**src/rtl/am_de_sched_if.sv**
```systemverilog
// am_de_sched_if: bundles the sample handshake, shared-multiplier, square-root,
// carrier-frequency and envelope-output signals of am_de_sched.
// Latency: none (wires only).  Backpressure: carried by iq_valid/iq_ready.
// Optional macro AM_DE_SCHED_DROP_CNT_EN adds the drop_cnt signal.
// Modports: slave = the scheduler side, master = the environment driving it.
interface am_de_sched_if;
  logic [2:0]  mode;          // block enabled only while mode == 3'b011
  logic        iq_valid;      // I/Q pair offered
  logic [15:0] i_in;          // in-phase sample, two's complement
  logic [15:0] q_in;          // quadrature sample, two's complement
  logic        iq_ready;      // pair accepted when iq_valid is also high
  logic [15:0] mult_a;        // shared signed multiplier operand A
  logic [15:0] mult_b;        // shared signed multiplier operand B
  logic [31:0] mult_p;        // combinational signed product
  logic [31:0] sqrt_radical;  // unsigned radical to the square-root unit
  logic [15:0] sqrt_q;        // square-root result
  logic [23:0] fc_in;         // carrier frequency write data
  logic        fc_wr;         // carrier frequency write strobe
  logic [23:0] fc;            // carrier frequency word to the NCO
  logic [15:0] demod_out;     // envelope sample
  logic        demod_valid;   // one-cycle strobe for demod_out
  logic        busy;          // scheduler not idle

`ifdef AM_DE_SCHED_DROP_CNT_EN
  logic [15:0] drop_cnt;      // saturating count of refused offers

  modport slave (
    input  mode, iq_valid, i_in, q_in, mult_p, sqrt_q, fc_in, fc_wr,
    output iq_ready, mult_a, mult_b, sqrt_radical, fc, demod_out, demod_valid, busy,
    output drop_cnt
  );

  modport master (
    output mode, iq_valid, i_in, q_in, mult_p, sqrt_q, fc_in, fc_wr,
    input  iq_ready, mult_a, mult_b, sqrt_radical, fc, demod_out, demod_valid, busy,
    input  drop_cnt
  );
`else
  modport slave (
    input  mode, iq_valid, i_in, q_in, mult_p, sqrt_q, fc_in, fc_wr,
    output iq_ready, mult_a, mult_b, sqrt_radical, fc, demod_out, demod_valid, busy
  );

  modport master (
    output mode, iq_valid, i_in, q_in, mult_p, sqrt_q, fc_in, fc_wr,
    input  iq_ready, mult_a, mult_b, sqrt_radical, fc, demod_out, demod_valid, busy
  );
`endif
endinterface

```
**src/rtl/am_de_sched.sv**
```systemverilog
// am_de_sched: AM envelope scheduler computing sqrt(I^2 + Q^2) with one shared
// multiplier and an external square-root unit.
// Latency: handshake cycle N -> demod_valid in cycle N+3+SQRT_LAT; one sample per 3+SQRT_LAT cycles.
// Backpressure: iq_ready is high only in IDLE with mode == 3'b011 and reset low.
// Ports: clk_100M (clock), reset (sync, active-high), bus (am_de_sched_if.slave):
//   mode, iq_valid/i_in/q_in/iq_ready, mult_a/mult_b/mult_p, sqrt_radical/sqrt_q,
//   fc_in/fc_wr/fc, demod_out/demod_valid, busy.
// Optional macro AM_DE_SCHED_DROP_CNT_EN adds bus.drop_cnt, a saturating count of
// cycles where a sample was offered in mode 3'b011 but refused.
module am_de_sched #(
  parameter int unsigned SQRT_LAT = 2  // cycles from stable radical to valid sqrt_q, 1..15
) (
  input logic          clk_100M,
  input logic          reset,
  am_de_sched_if.slave bus
);

  typedef enum logic [1:0] {
    IDLE = 2'd0,
    SQ_I = 2'd1,
    SQ_Q = 2'd2,
    SQRT = 2'd3
  } state_t;

  // Value of the wait counter during the final SQRT cycle.
  localparam logic [3:0] LAST_WAIT = 4'(SQRT_LAT - 1);

  state_t      state;
  state_t      state_nxt;
  logic [15:0] i_reg;
  logic [15:0] q_reg;
  logic [31:0] acc;
  logic [3:0]  wait_cnt;
  logic [23:0] fc_pend;
  logic [23:0] fc_reg;
  logic [15:0] demod_reg;
  logic        demod_vld_reg;

  logic        enabled;
  logic        iq_ready;
  logic        hs;
  logic        capture;
  logic [15:0] mult_a;
  logic [15:0] mult_b;

  assign enabled  = (bus.mode == 3'b011);
  assign iq_ready = (state == IDLE) && enabled && !reset;
  assign hs       = bus.iq_valid && iq_ready;

  // The square-root result is taken on the last SQRT cycle unless the mode
  // dropped out, in which case the sample is discarded.
  assign capture  = (state == SQRT) && enabled && (wait_cnt == LAST_WAIT);

  // Next state and multiplier operand steering.
  always_comb begin
    state_nxt = state;
    mult_a    = 16'd0;
    mult_b    = 16'd0;
    case (state)
      IDLE: begin
        if (hs) state_nxt = SQ_I;
      end
      SQ_I: begin
        mult_a    = i_reg;
        mult_b    = i_reg;
        state_nxt = enabled ? SQ_Q : IDLE;
      end
      SQ_Q: begin
        mult_a    = q_reg;
        mult_b    = q_reg;
        state_nxt = enabled ? SQRT : IDLE;
      end
      SQRT: begin
        if (!enabled || (wait_cnt == LAST_WAIT)) state_nxt = IDLE;
      end
      default: state_nxt = IDLE;
    endcase
  end

  always_ff @(posedge clk_100M) begin
    if (reset) begin
      state         <= IDLE;
      i_reg         <= 16'd0;
      q_reg         <= 16'd0;
      acc           <= 32'd0;
      wait_cnt      <= 4'd0;
      fc_pend       <= 24'd0;
      fc_reg        <= 24'd0;
      demod_reg     <= 16'd0;
      demod_vld_reg <= 1'b0;
    end else begin
      state <= state_nxt;

      if (hs) begin
        i_reg <= bus.i_in;
        q_reg <= bus.q_in;
      end

      // Both squares are non-negative, so the signed product is added as
      // unsigned; the largest sum is 2^31 and fits.
      if (state == SQ_I) acc <= bus.mult_p;
      if (state == SQ_Q) begin
        acc      <= acc + bus.mult_p;
        wait_cnt <= 4'd0;
      end
      if (state == SQRT) wait_cnt <= wait_cnt + 4'd1;

      // Shifting left by two keeps sqrt_q[13:0]; the top two bits fall off.
      demod_vld_reg <= capture;
      if (capture) demod_reg <= bus.sqrt_q << 2;

      // Last write wins; the NCO word only moves on an IDLE edge, and a write
      // made in IDLE is forwarded straight through so it shows next cycle.
      if (bus.fc_wr) fc_pend <= bus.fc_in;
      if (state == IDLE) fc_reg <= bus.fc_wr ? bus.fc_in : fc_pend;
    end
  end

  assign bus.iq_ready     = iq_ready;
  assign bus.mult_a       = mult_a;
  assign bus.mult_b       = mult_b;
  assign bus.sqrt_radical = acc;
  assign bus.fc           = fc_reg;
  assign bus.demod_out    = demod_reg;
  assign bus.demod_valid  = demod_vld_reg;
  assign bus.busy         = (state != IDLE);

`ifdef AM_DE_SCHED_DROP_CNT_EN
  logic [15:0] drop_cnt;

  always_ff @(posedge clk_100M) begin
    if (reset) begin
      drop_cnt <= 16'd0;
    end else if (bus.iq_valid && enabled && !iq_ready && (drop_cnt != 16'hFFFF)) begin
      drop_cnt <= drop_cnt + 16'd1;
    end
  end

  assign bus.drop_cnt = drop_cnt;
`endif

endmodule

```
**src/flat_wrapper.sv**
```systemverilog
// flat-port wrapper written by rule: the top's interface ports become plain ports
module am_de_sched_flat 
#(
  parameter int unsigned SQRT_LAT = 2                                                      
)
  (clk_100M, reset, bus_mode, bus_iq_valid, bus_i_in, bus_q_in, bus_mult_p, bus_sqrt_q, bus_fc_in, bus_fc_wr, bus_iq_ready, bus_mult_a, bus_mult_b, bus_sqrt_radical, bus_fc, bus_demod_out, bus_demod_valid, bus_busy);
  am_de_sched_if bus_i ();
  input logic clk_100M;
  input logic reset;
  input wire logic [$bits(bus_i.mode)-1:0] bus_mode;
  input wire logic [$bits(bus_i.iq_valid)-1:0] bus_iq_valid;
  input wire logic [$bits(bus_i.i_in)-1:0] bus_i_in;
  input wire logic [$bits(bus_i.q_in)-1:0] bus_q_in;
  input wire logic [$bits(bus_i.mult_p)-1:0] bus_mult_p;
  input wire logic [$bits(bus_i.sqrt_q)-1:0] bus_sqrt_q;
  input wire logic [$bits(bus_i.fc_in)-1:0] bus_fc_in;
  input wire logic [$bits(bus_i.fc_wr)-1:0] bus_fc_wr;
  output wire logic [$bits(bus_i.iq_ready)-1:0] bus_iq_ready;
  output wire logic [$bits(bus_i.mult_a)-1:0] bus_mult_a;
  output wire logic [$bits(bus_i.mult_b)-1:0] bus_mult_b;
  output wire logic [$bits(bus_i.sqrt_radical)-1:0] bus_sqrt_radical;
  output wire logic [$bits(bus_i.fc)-1:0] bus_fc;
  output wire logic [$bits(bus_i.demod_out)-1:0] bus_demod_out;
  output wire logic [$bits(bus_i.demod_valid)-1:0] bus_demod_valid;
  output wire logic [$bits(bus_i.busy)-1:0] bus_busy;
  assign bus_i.mode = bus_mode;
  assign bus_i.iq_valid = bus_iq_valid;
  assign bus_i.i_in = bus_i_in;
  assign bus_i.q_in = bus_q_in;
  assign bus_i.mult_p = bus_mult_p;
  assign bus_i.sqrt_q = bus_sqrt_q;
  assign bus_i.fc_in = bus_fc_in;
  assign bus_i.fc_wr = bus_fc_wr;
  assign bus_iq_ready = bus_i.iq_ready;
  assign bus_mult_a = bus_i.mult_a;
  assign bus_mult_b = bus_i.mult_b;
  assign bus_sqrt_radical = bus_i.sqrt_radical;
  assign bus_fc = bus_i.fc;
  assign bus_demod_out = bus_i.demod_out;
  assign bus_demod_valid = bus_i.demod_valid;
  assign bus_busy = bus_i.busy;
  am_de_sched #(.SQRT_LAT(SQRT_LAT)) u_core (.clk_100M(clk_100M), .reset(reset), .bus(bus_i));
endmodule
```
**config.mk**
```make
export PLATFORM = sky130hd
export DESIGN_NAME = am_de_sched_flat
export DESIGN_NICKNAME = d
export VERILOG_FILES = /design/src/rtl/am_de_sched_if.sv /design/src/rtl/am_de_sched.sv /design/src/flat_wrapper.sv
export SDC_FILE = /design/constraint.sdc
export NUM_CORES = 1
export LEC_CHECK = 0
export CORE_MARGIN = 10
export CORE_UTILIZATION = 43
export CTS_CLUSTER_DIAMETER = 150
export DETAILED_ROUTE_END_ITERATION = 16
export GPL_TIMING_DRIVEN = 0
export PLACE_DENSITY_LB_ADDON = 0.1
export SYNTH_ARGS = -nofsm -noshare
export SYNTH_HDL_FRONTEND = slang
export SYNTH_SLANG_ARGS = --single-unit
```
**constraint.sdc**
```tcl
create_clock -name clk_100M -period 3.2 [get_ports clk_100M]
set_input_delay 0.64 -clock clk_100M [delete_from_list [all_inputs] [get_ports clk_100M]]
set_output_delay 0.64 -clock clk_100M [all_outputs]
set_load 0.02 [all_outputs]
```
==> out/results.ini <==
[power]
total_power_w=0.00521
cellPowerDensity_nw_per_um2=501
vdd_drop_max_mv=0.371
p_leak_nw=4.32

[setup_path]
cp_max_fo=3
reg2regPathDepth=11
reg2reg_to=u_core.bus.sqrt_radical[26]
required_ps=3470
slowest_delay_ps=360
cp_slowest_cell=fa_2
cp.arrival_ps=3430
setup.worst_path.start_class=primary input
ff2ff_setup_slack_ps=180
path_cells=dlygate4sd2_1, ha_4, fa_2, a211o_1, a211o_1, a211oi_4, buf_4, nor4_1, o21ai_2, nand3b_1, a2111oi_4, nor4_1
crit_path_end_kind=register
r2r-start=u_core.bus.sqrt_radical[0]
worstSetupPathType=in -> reg

[floorplan]
dieArea_um2=22400
core_um2=16500
start_util_pct=43.8
die_h_um=150
ios=218
dieWidth_um=150
rows=47

[clock_tree]
cts_hold_buffers=0
clkTransAtPathRegs_ps=60
cts_sinks=133
htreeDepth=4
cts_root_buffer=clkbuf_16
cts_tree=built
cts_buffer_depth=2
clock_latency_ps=420
numCtsBuffers=17

[worst_hold_path]
worstHoldPathCells=2
worstHoldEndpoint=u_core.i_reg[3]
hold_class=reg -> reg
min-delay-start=u_core.i_reg[3]

[final_layout]
antenna_cells=0
final_common_cell=clkdlybuf4s50_1
drive_above_1_share_pct=9.42
final_net_count=1230
fillers=1421
largest_reg_flops=32
area_delta_synth_final_pct=43.5
final_cell_mix=190 x clkdlybuf4s50_1, 133 x dfxtp_1, 111 x nor2_1, 91 x nand2_1, 64 x mux2i_1

[grt]
antenna_found_initial=0
grt_overflow_total=0
track_usage_pct=19.9
grt_max_degree=17
grt_pass1_wl_um=35600
first_global_vias=6906

[timing]
fmax_ghz=0.317
final-setup-viol-count=0
worst_pin_slew_ps=773
timing.final.crit_share_pct=98.6
relSlewSlack_pct=48.5
hold_slack_ps=474
slew_viol_final=0
finClkSkew_ps=11.3
rsz0062_at_grt=true
period_needed_ps=3160
finalHoldViolCount=0

[status]
outcome=finished, final reports clean

[detailed_routing]
wl_um=22800
wire_per_inst_um=17.4
routed_via_density=5.30
routed-via-count=6957
first_pass_iters=4
ant_nets=0
drtIter0Drc=278
remaining_drc_errors=0

[place]
gp_congestion=0.907
place_hpwl_um=17400
port_buffers=211

[yosys]
synth-edff-count=0
synth_seq_area_share_pct=36.8
syn_area_per_cell_um2=8.55
ys_types=60
synth_async_sr_flop_share_pct=0
yosysTopAreaCell=dfxtp_1
synthFlopType=dfxtp_1
yosysWarnings=0
synth_area_leaders=dfxtp_1 37%, mux2i_1 8.8%, ha_1 6.6%
syn_inst=847
netlist_area_um2=7240
synth_top_area_share_pct=36.8
ys_ff_latch=133

[run]
maxCapViolCount=0

## synth_stat cells (all sizes together) (22+ instances only)
master    n
o21ai    22
ha       38
clkbuf   47
a21oi    32
nand2    91
a211oi   51
nor2b    23
dfxtp   133
buf      32
nor2    111
mux2i    64
nand3b   37
## how the worst max path moves through the flow
stage	start	to	depth (start not counted)
after floorplan	bus_mult_p[0]	u_core.bus.sqrt_radical[24]	10
after global placement	bus_mult_p[0]	u_core.bus.sqrt_radical[24]	11
after detailed placement	bus_mult_p[0]	u_core.bus.sqrt_radical[24]	11
after CTS	bus_mult_p[0]	u_core.bus.sqrt_radical[24]	11
after global routing	bus_mult_p[0]	u_core.bus.sqrt_radical[26]	12
final	bus_mult_p[0]	u_core.bus.sqrt_radical[26]	12
## per-layer routing
layer	vias to the layer above	GRT usage (%)	share of wire, %
li1	3461	-	-
met3	28	7.58	8.8
met1	3249	23.2	42
met5	-	0	0
met2	219	32.9	48
met4	0	6.51	1.7
## final cells by class
type	instances	area (um2)	area share (%)
multi-input cells	625	4300	41.3
flip-flops and latches	133	2660	25.6
repair buffers	216	2150	20.7
clock buffers	18	439	4.23
plain buffers	76	395	3.80
well taps	220	275	2.65
clock inverters	14	131	1.26
inverters	11	41.3	0.397
## through the flow
step	cell area, um2	setup TNS, ps	utilization, %	worst slack, ps	std cells
global placement	9640	-9230	58.3	-745	1279
detailed placement	9640	-8440	58.3	-738	1279
CTS	10300	0	62.5	0.537	1311
global route	10400	-28.1	62.9	-28.1	1313
floorplan	7250	0	-	36.2	848
finish	10400	0	62.9	44.6	1313
## cells by family after synthesis
| logic type | count (synthesis) | synth area share [%] |
|---|---|---|
| simple gates | 313 | 20.7 |
| compound gates | 183 | 18.0 |
| flops | 133 | 36.8 |
| buf+inv | 90 | 5.79 |
| mux | 66 | 9.15 |
| fa+ha+maj | 39 | 6.84 |
| xor+xnor | 22 | 2.66 |
| other cells | 1 | 0.0518 |
## report_power, final
group / internal (W) / switching (W)
Sequential: 0.00178 / 0.0000796
Combinational: 0.000672 / 0.000778
Clock: 0.00105 / 0.000854
## what timing repair did
| action | in CTS | in global routing |
|---|---|---|
| pin swaps | 7 | 11 |
| endpoints found under the setup margin | 38 | 26 |
| resized for setup | 43 | 14 |
| setup buffers | 3 | 2 |
## critical path, delay by kind of cell
family | cells | cell delay, ps
adder cells (fa/ha/maj) | 2 | 540
AND/OR/NAND/NOR | 3 | 330
AO/OA/AOI/OAI | 5 | 1460
buffers and inverters | 2 | 450
Note: power is estimated with default switching activity, not from simulation.
